===== config.mk =====
export PLATFORM = sky130hd
export DESIGN_NAME = id_ex_pipe_reg
export DESIGN_NICKNAME = d
export VERILOG_FILES = /design/src/rtl/mips_pkg.sv /design/src/rtl/pipe_field_reg.sv /design/src/rtl/id_ex_pipe_reg.sv
export SDC_FILE = /design/constraint.sdc
export NUM_CORES = 1
export LEC_CHECK = 0
export BUFFER_PORTS_ARGS = -buffer_cell sky130_fd_sc_hd__buf_2
export CORE_ASPECT_RATIO = 0.6
export CORE_UTILIZATION = 49
export DETAILED_ROUTE_END_ITERATION = 10
export PLACE_DENSITY = 0.82
export SETUP_SLACK_MARGIN = 0.4
export SYNTH_ARGS = -nofsm -noshare
export SYNTH_HDL_FRONTEND = slang
export SYNTH_SLANG_ARGS = --single-unit

===== constraint.sdc =====
create_clock -name clk -period 11 [get_ports clk]
set_clock_uncertainty 0.1 [all_clocks]
set_input_delay 0.55 -clock clk [delete_from_list [all_inputs] [get_ports clk]]
set_output_delay 0.55 -clock clk [all_outputs]
set_load 0.05 [all_outputs]

===== src/rtl/mips_pkg.sv =====
// Shared MIPS pipeline definitions: field widths and the ID/EX control bundle.
package mips_pkg;

  localparam int unsigned DATA_W  = 32;
  localparam int unsigned REG_W   = 5;
  localparam int unsigned FUNCT_W = 6;
  localparam int unsigned ALUOP_W = 3;

  // EX/MEM/WB control bits carried from decode; all-zero is a bubble.
  typedef struct packed {
    logic               reg_dst;
    logic               alu_src;
    logic               mem_to_reg;
    logic               reg_write;
    logic               mem_read;
    logic               mem_write;
    logic               branch;
    logic [ALUOP_W-1:0] alu_op;
  } id_ex_ctrl_t;

  localparam int unsigned CTRL_W = $bits(id_ex_ctrl_t);

endpackage : mips_pkg


===== src/rtl/pipe_field_reg.sv =====
// Parameterised pipeline field flop: async active-high clear, load enable.
module pipe_field_reg #(
  parameter int unsigned W = 1
) (
  input  logic         clk,
  input  logic         rst,
  input  logic         i_en,
  input  logic [W-1:0] i_d,
  output logic [W-1:0] o_q
);

  logic [W-1:0] r_q;

  // Clear on reset, otherwise load when enabled and hold when not.
  always_ff @(posedge clk or posedge rst) begin
    if (rst) begin
      r_q <= '0;
    end else if (i_en) begin
      r_q <= i_d;
    end
  end

  assign o_q = r_q;

endmodule : pipe_field_reg


===== src/rtl/id_ex_pipe_reg.sv =====
// ID/EX pipeline register for the 5-stage MIPS core.
// Every field loads on a rising clk when hit=1 and holds on a cache-miss
// stall (hit=0). Reset clears every output asynchronously.
// Optional macro ID_EX_FLUSH_EN adds a 'flush' input that loads a bubble
// (all-zero control) regardless of hit while data fields follow hit.
module id_ex_pipe_reg #(
  parameter int unsigned DATA_W  = mips_pkg::DATA_W,
  parameter int unsigned REG_W   = mips_pkg::REG_W,
  parameter int unsigned FUNCT_W = mips_pkg::FUNCT_W,
  parameter int unsigned ALUOP_W = mips_pkg::ALUOP_W
) (
  input  logic               clk,
  input  logic               reset,
  input  logic               hit,
`ifdef ID_EX_FLUSH_EN
  input  logic               flush,
`endif
  input  logic [DATA_W-1:0]  read_data_1,
  input  logic [DATA_W-1:0]  read_data_2,
  input  logic [DATA_W-1:0]  immeadiate,
  input  logic               reg_dst,
  input  logic               alu_src,
  input  logic               mem_to_reg,
  input  logic               reg_write,
  input  logic               mem_read,
  input  logic               mem_write,
  input  logic               branch,
  input  logic [ALUOP_W-1:0] alu_op,
  input  logic [REG_W-1:0]   rt,
  input  logic [REG_W-1:0]   rd,
  input  logic [FUNCT_W-1:0] funct,
  input  logic [DATA_W-1:0]  next_pc,
  output logic [DATA_W-1:0]  read_data_1_out,
  output logic [DATA_W-1:0]  read_data_2_out,
  output logic [DATA_W-1:0]  immeadiate_out,
  output logic               reg_dst_out,
  output logic               alu_src_out,
  output logic               mem_to_reg_out,
  output logic               reg_write_out,
  output logic               mem_read_out,
  output logic               mem_write_out,
  output logic               branch_out,
  output logic [ALUOP_W-1:0] alu_op_out,
  output logic [REG_W-1:0]   rt_out,
  output logic [REG_W-1:0]   rd_out,
  output logic [FUNCT_W-1:0] funct_out,
  output logic [DATA_W-1:0]  next_pc_out
);

  import mips_pkg::*;

  id_ex_ctrl_t w_ctrl_in;
  id_ex_ctrl_t w_ctrl_d;
  id_ex_ctrl_t w_ctrl_q;
  logic        w_ctrl_en;

  // Group the decode control bits into the control bundle.
  always_comb begin
    w_ctrl_in            = '0;
    w_ctrl_in.reg_dst    = reg_dst;
    w_ctrl_in.alu_src    = alu_src;
    w_ctrl_in.mem_to_reg = mem_to_reg;
    w_ctrl_in.reg_write  = reg_write;
    w_ctrl_in.mem_read   = mem_read;
    w_ctrl_in.mem_write  = mem_write;
    w_ctrl_in.branch     = branch;
    w_ctrl_in.alu_op     = alu_op;
  end

  // Control load select: flush injects a bubble even while stalled.
  always_comb begin
    w_ctrl_d  = w_ctrl_in;
    w_ctrl_en = hit;
`ifdef ID_EX_FLUSH_EN
    if (flush) begin
      w_ctrl_d  = '0;
      w_ctrl_en = 1'b1;
    end
`endif
  end

  pipe_field_reg #(.W(CTRL_W)) u_ctrl (
    .clk (clk), .rst (reset), .i_en (w_ctrl_en), .i_d (w_ctrl_d), .o_q (w_ctrl_q)
  );

  pipe_field_reg #(.W(DATA_W)) u_rd1 (
    .clk (clk), .rst (reset), .i_en (hit), .i_d (read_data_1), .o_q (read_data_1_out)
  );

  pipe_field_reg #(.W(DATA_W)) u_rd2 (
    .clk (clk), .rst (reset), .i_en (hit), .i_d (read_data_2), .o_q (read_data_2_out)
  );

  pipe_field_reg #(.W(DATA_W)) u_imm (
    .clk (clk), .rst (reset), .i_en (hit), .i_d (immeadiate), .o_q (immeadiate_out)
  );

  pipe_field_reg #(.W(DATA_W)) u_npc (
    .clk (clk), .rst (reset), .i_en (hit), .i_d (next_pc), .o_q (next_pc_out)
  );

  pipe_field_reg #(.W(REG_W)) u_rt (
    .clk (clk), .rst (reset), .i_en (hit), .i_d (rt), .o_q (rt_out)
  );

  pipe_field_reg #(.W(REG_W)) u_rd (
    .clk (clk), .rst (reset), .i_en (hit), .i_d (rd), .o_q (rd_out)
  );

  pipe_field_reg #(.W(FUNCT_W)) u_funct (
    .clk (clk), .rst (reset), .i_en (hit), .i_d (funct), .o_q (funct_out)
  );

  assign reg_dst_out    = w_ctrl_q.reg_dst;
  assign alu_src_out    = w_ctrl_q.alu_src;
  assign mem_to_reg_out = w_ctrl_q.mem_to_reg;
  assign reg_write_out  = w_ctrl_q.reg_write;
  assign mem_read_out   = w_ctrl_q.mem_read;
  assign mem_write_out  = w_ctrl_q.mem_write;
  assign branch_out     = w_ctrl_q.branch;
  assign alu_op_out     = w_ctrl_q.alu_op;

endmodule : id_ex_pipe_reg


==> impl_metrics.csv <==
group,metric,value,unit
outcome,status,"finished, final reports clean",
logic_synthesis,synth_mux_area_share,32.9,%
worst_setup_path,slowest_stage,"buf_4",
worst_setup_path,reg2reg_slack,10.11,ns
global_routing,grt_pass1_vias,4045,
power,p_leak,4.20,nW
drt,avgViaCountPerCell,4.73,
sta,slew_headroom,30.7,%
drt,drt_iter0_drc,123,
floorplanning,initial_core_util,51.5,%
logic_synthesis,syn_inst,326,
floorplanning,die_w,144,um
worst_setup_path,r2r_start,"u_imm.o_q[15]",
sta,grt_setup_unrepaired,"false",
floorplanning,fp.dieArea,12600,um^2
global_routing,grt.overflow.total,0,
clock_network,cts-buffers-inserted,17,
power,p_seq_share,39.6,%
drt,via_count,3849,
worst_setup_path,reg2reg_depth,1,
sta,fin_crit,2.41,ns
sta,tightest_slew,1.04,ns
clock_network,postCtsResizedCells,0,
power,ir_worst_vdd,0.000132,V
floorplanning,fp.dieH,87.4,um
finish,layout.nets,797,
sta,finalWorstSetupSlack,8.59,ns
clock_network,htreeDepth,4,
drt,final_antenna_net_count,0,
place,pre_cts_slack,8.18,ns
logic_synthesis,synth_seq_area_share,64.7,%
place,routabilityCongestion,0.723,
power,power.share.switching,32.7,%
sta,holdWs,0.135,ns
drt,top_layer,"met4",
worst_setup_path,cp_max_fo,92,
drt,wirelength,14000,um
place,dpl_cell_area,7590,um^2
drt,wl_met2,7520,um
clock_network,clock_sinks,154,
global_routing,grt_pass1_wl,21100,um
logic_synthesis,synth_top_area_cell,"dfrtp_1",
drt,drc,0,
power,p_int,1.11,mW
worst_setup_path,reg2reg_to,"u_imm.o_q[15]",
logic_synthesis,syn_nets,483,
drt,wl_per_cell,17.2,um
clock_network,tritoncts,"yes",
clock_network,holdBufCountCts,0,
clock_network,clk_pin_slew_worst_paths,0.06,ns
global_routing,grt_max_degree,93,
worst_setup_path,slowest_delay,0.93,ns
place,dp_hpwl,10400,um
sta,timing.final.max_slew_violations,0,
drt,m1WireLength,5450,um
power,pwr-share-clk,36.1,%
logic_synthesis,synth-seq-cells,154,
sta,setup-tns-final,0,ns
logic_synthesis,synth_top_area_share,64.7,%
logic_synthesis,synth_top_family_by_area,"multiplexers",
worst_setup_path,endpoint_kind,"flop",
logic_synthesis,ys_top_cells_by_area,"dfrtp_1 65%, mux2_2 18%, mux2_4 15%, buf_6 1.5%, buf_2 0.76%",
clock_network,worstSkewPairLatency,0.40,ns
finish,final_common_cell,"buf_2",
floorplanning,coreArea,11600,um^2
drt,first_pass_iters,4,
finish,syn_to_final_growth,37.9,%
logic_synthesis,synth_warnings,0,
logic_synthesis,synth.avg_cell_area,18.3,um^2
place,port_buffers,310,
logic_synthesis,synth-simple-area-share,0,%
worst_setup_path,worstSetupStartpointType,"input pin",
sta,fmax,416,MHz
power,power_density,201,nW/um^2
power,pwr-share-comb,24.3,%
global_routing,antenna_found_initial,0,
run,max_cap_violations,0,
logic_synthesis,synth_xor_xnor_area_share,0,%
global_routing,grtUsageTotal,22.3,%
finish,final_cell_mix,"309 x buf_2, 154 x dfrtp_1, 94 x mux2_2, 60 x mux2_4, 17 x clkbuf_16",
worst_hold_path,min_path_type,"in2async",
sta,hold_violations,0,
logic_synthesis,ys_types,6,
logic_synthesis,synth-adder-area-share,0,%
drt,route.met3.wl,930,um
power,power_switching,0.539,mW
clock_network,cts_root_buf,"clkbuf_16",
logic_synthesis,synth_compound_area_share,0,%
worst_setup_path,worstPathArrival,2.58,ns
sta,fin_crit_sh,21.9,%
worst_setup_path,cp.required,11.18,ns
floorplanning,rows,30,
sta,setup_viol,0,
power,power,1.65,mW
floorplanning,io-pin-count,311,
worst_setup_path,crit_type,"in2reg",
finish,design_area,8210,um^2
clock_network,cts_buffer_depth,2,
clock_network,post_cts_buffers,0,
worst_setup_path,path_cells,"buf_6, buf_4, mux2_2",
logic_synthesis,netlist_area,5950,um^2
finish,drive_gt1_share,76.1,%
## area by class of cell
| cell class | instances | area (um^2) |
|---|---|---|
| Antenna cell | 1 | 2.50 |
| Clock buffer | 20 | 447 |
| Clock inverter | 12 | 164 |
| Fill cell | 822 | 3350 |
| Inverter | 1 | 8.76 |
| Multi-Input combinational cell | 154 | 1960 |
| Sequential cell | 154 | 3850 |
| Tap cell | 160 | 200 |
| Timing Repair Buffer | 312 | 1570 |
## sequential cells by signal, indices dropped and copies added (netlist names)
| name | flops |
|---|---|
| u_imm.o_q | 32 |
| u_npc.o_q | 32 |
| u_rd1.o_q | 32 |
| u_rd2.o_q | 32 |
| u_ctrl.o_q | 10 |
| u_funct.o_q | 6 |
| u_rd.o_q | 5 |
| u_rt.o_q | 5 |
## critical path, delay by kind of cell
kind,cells,cell delay [ns]
multiplexers,1,0.43
buffers and inverters,2,1.55
## per-layer routing
metal / GRT usage [%] / vias up
li1: - / 1778
met1: 25.6 / 1915
met2: 40.4 / 144
met3: 6.87 / 12
met4: 6.32 / 0
met5: 0 / -
## cell usage after synthesis, drive strengths merged
master  instances
buf            17
inv             1
mux2          154
dfrtp         154
## through the flow
step | util, % | instances
global placement | 65.7 | 781
global route | 71.0 | 813
floorplan | - | 326
detailed placement | 65.7 | 781
finish | 71.0 | 814
CTS | 71.0 | 813
## power by group through the flow
stage / Clock (mW) / Combinational (mW) / Sequential [mW]
floorplan: 0 / 0.0939 / 0.864
global route: 0.637 / 0.418 / 0.661
detailed placement: 0 / 0.404 / 0.663
finish: 0.597 / 0.401 / 0.654
global placement: 0 / 0.397 / 0.660
CTS: 0.609 / 0.404 / 0.654
## worst max path at each step
stage / to / from / slack [ns]
after global placement: u_rd.o_q[1] / hit / 8.25
final: u_imm.o_q[14] / hit / 8.59
after floorplan: u_ctrl.o_q[0] / reset / 6.20
after CTS: u_imm.o_q[14] / hit / 8.61
after global routing: u_imm.o_q[14] / hit / 8.50
after detailed placement: u_imm.o_q[14] / hit / 8.18
## kinds of logic after synthesis
family                 Yosys count
buffers and inverters           18
muxes                          154
DFF                            154
(Power assumes the default switching activity.)
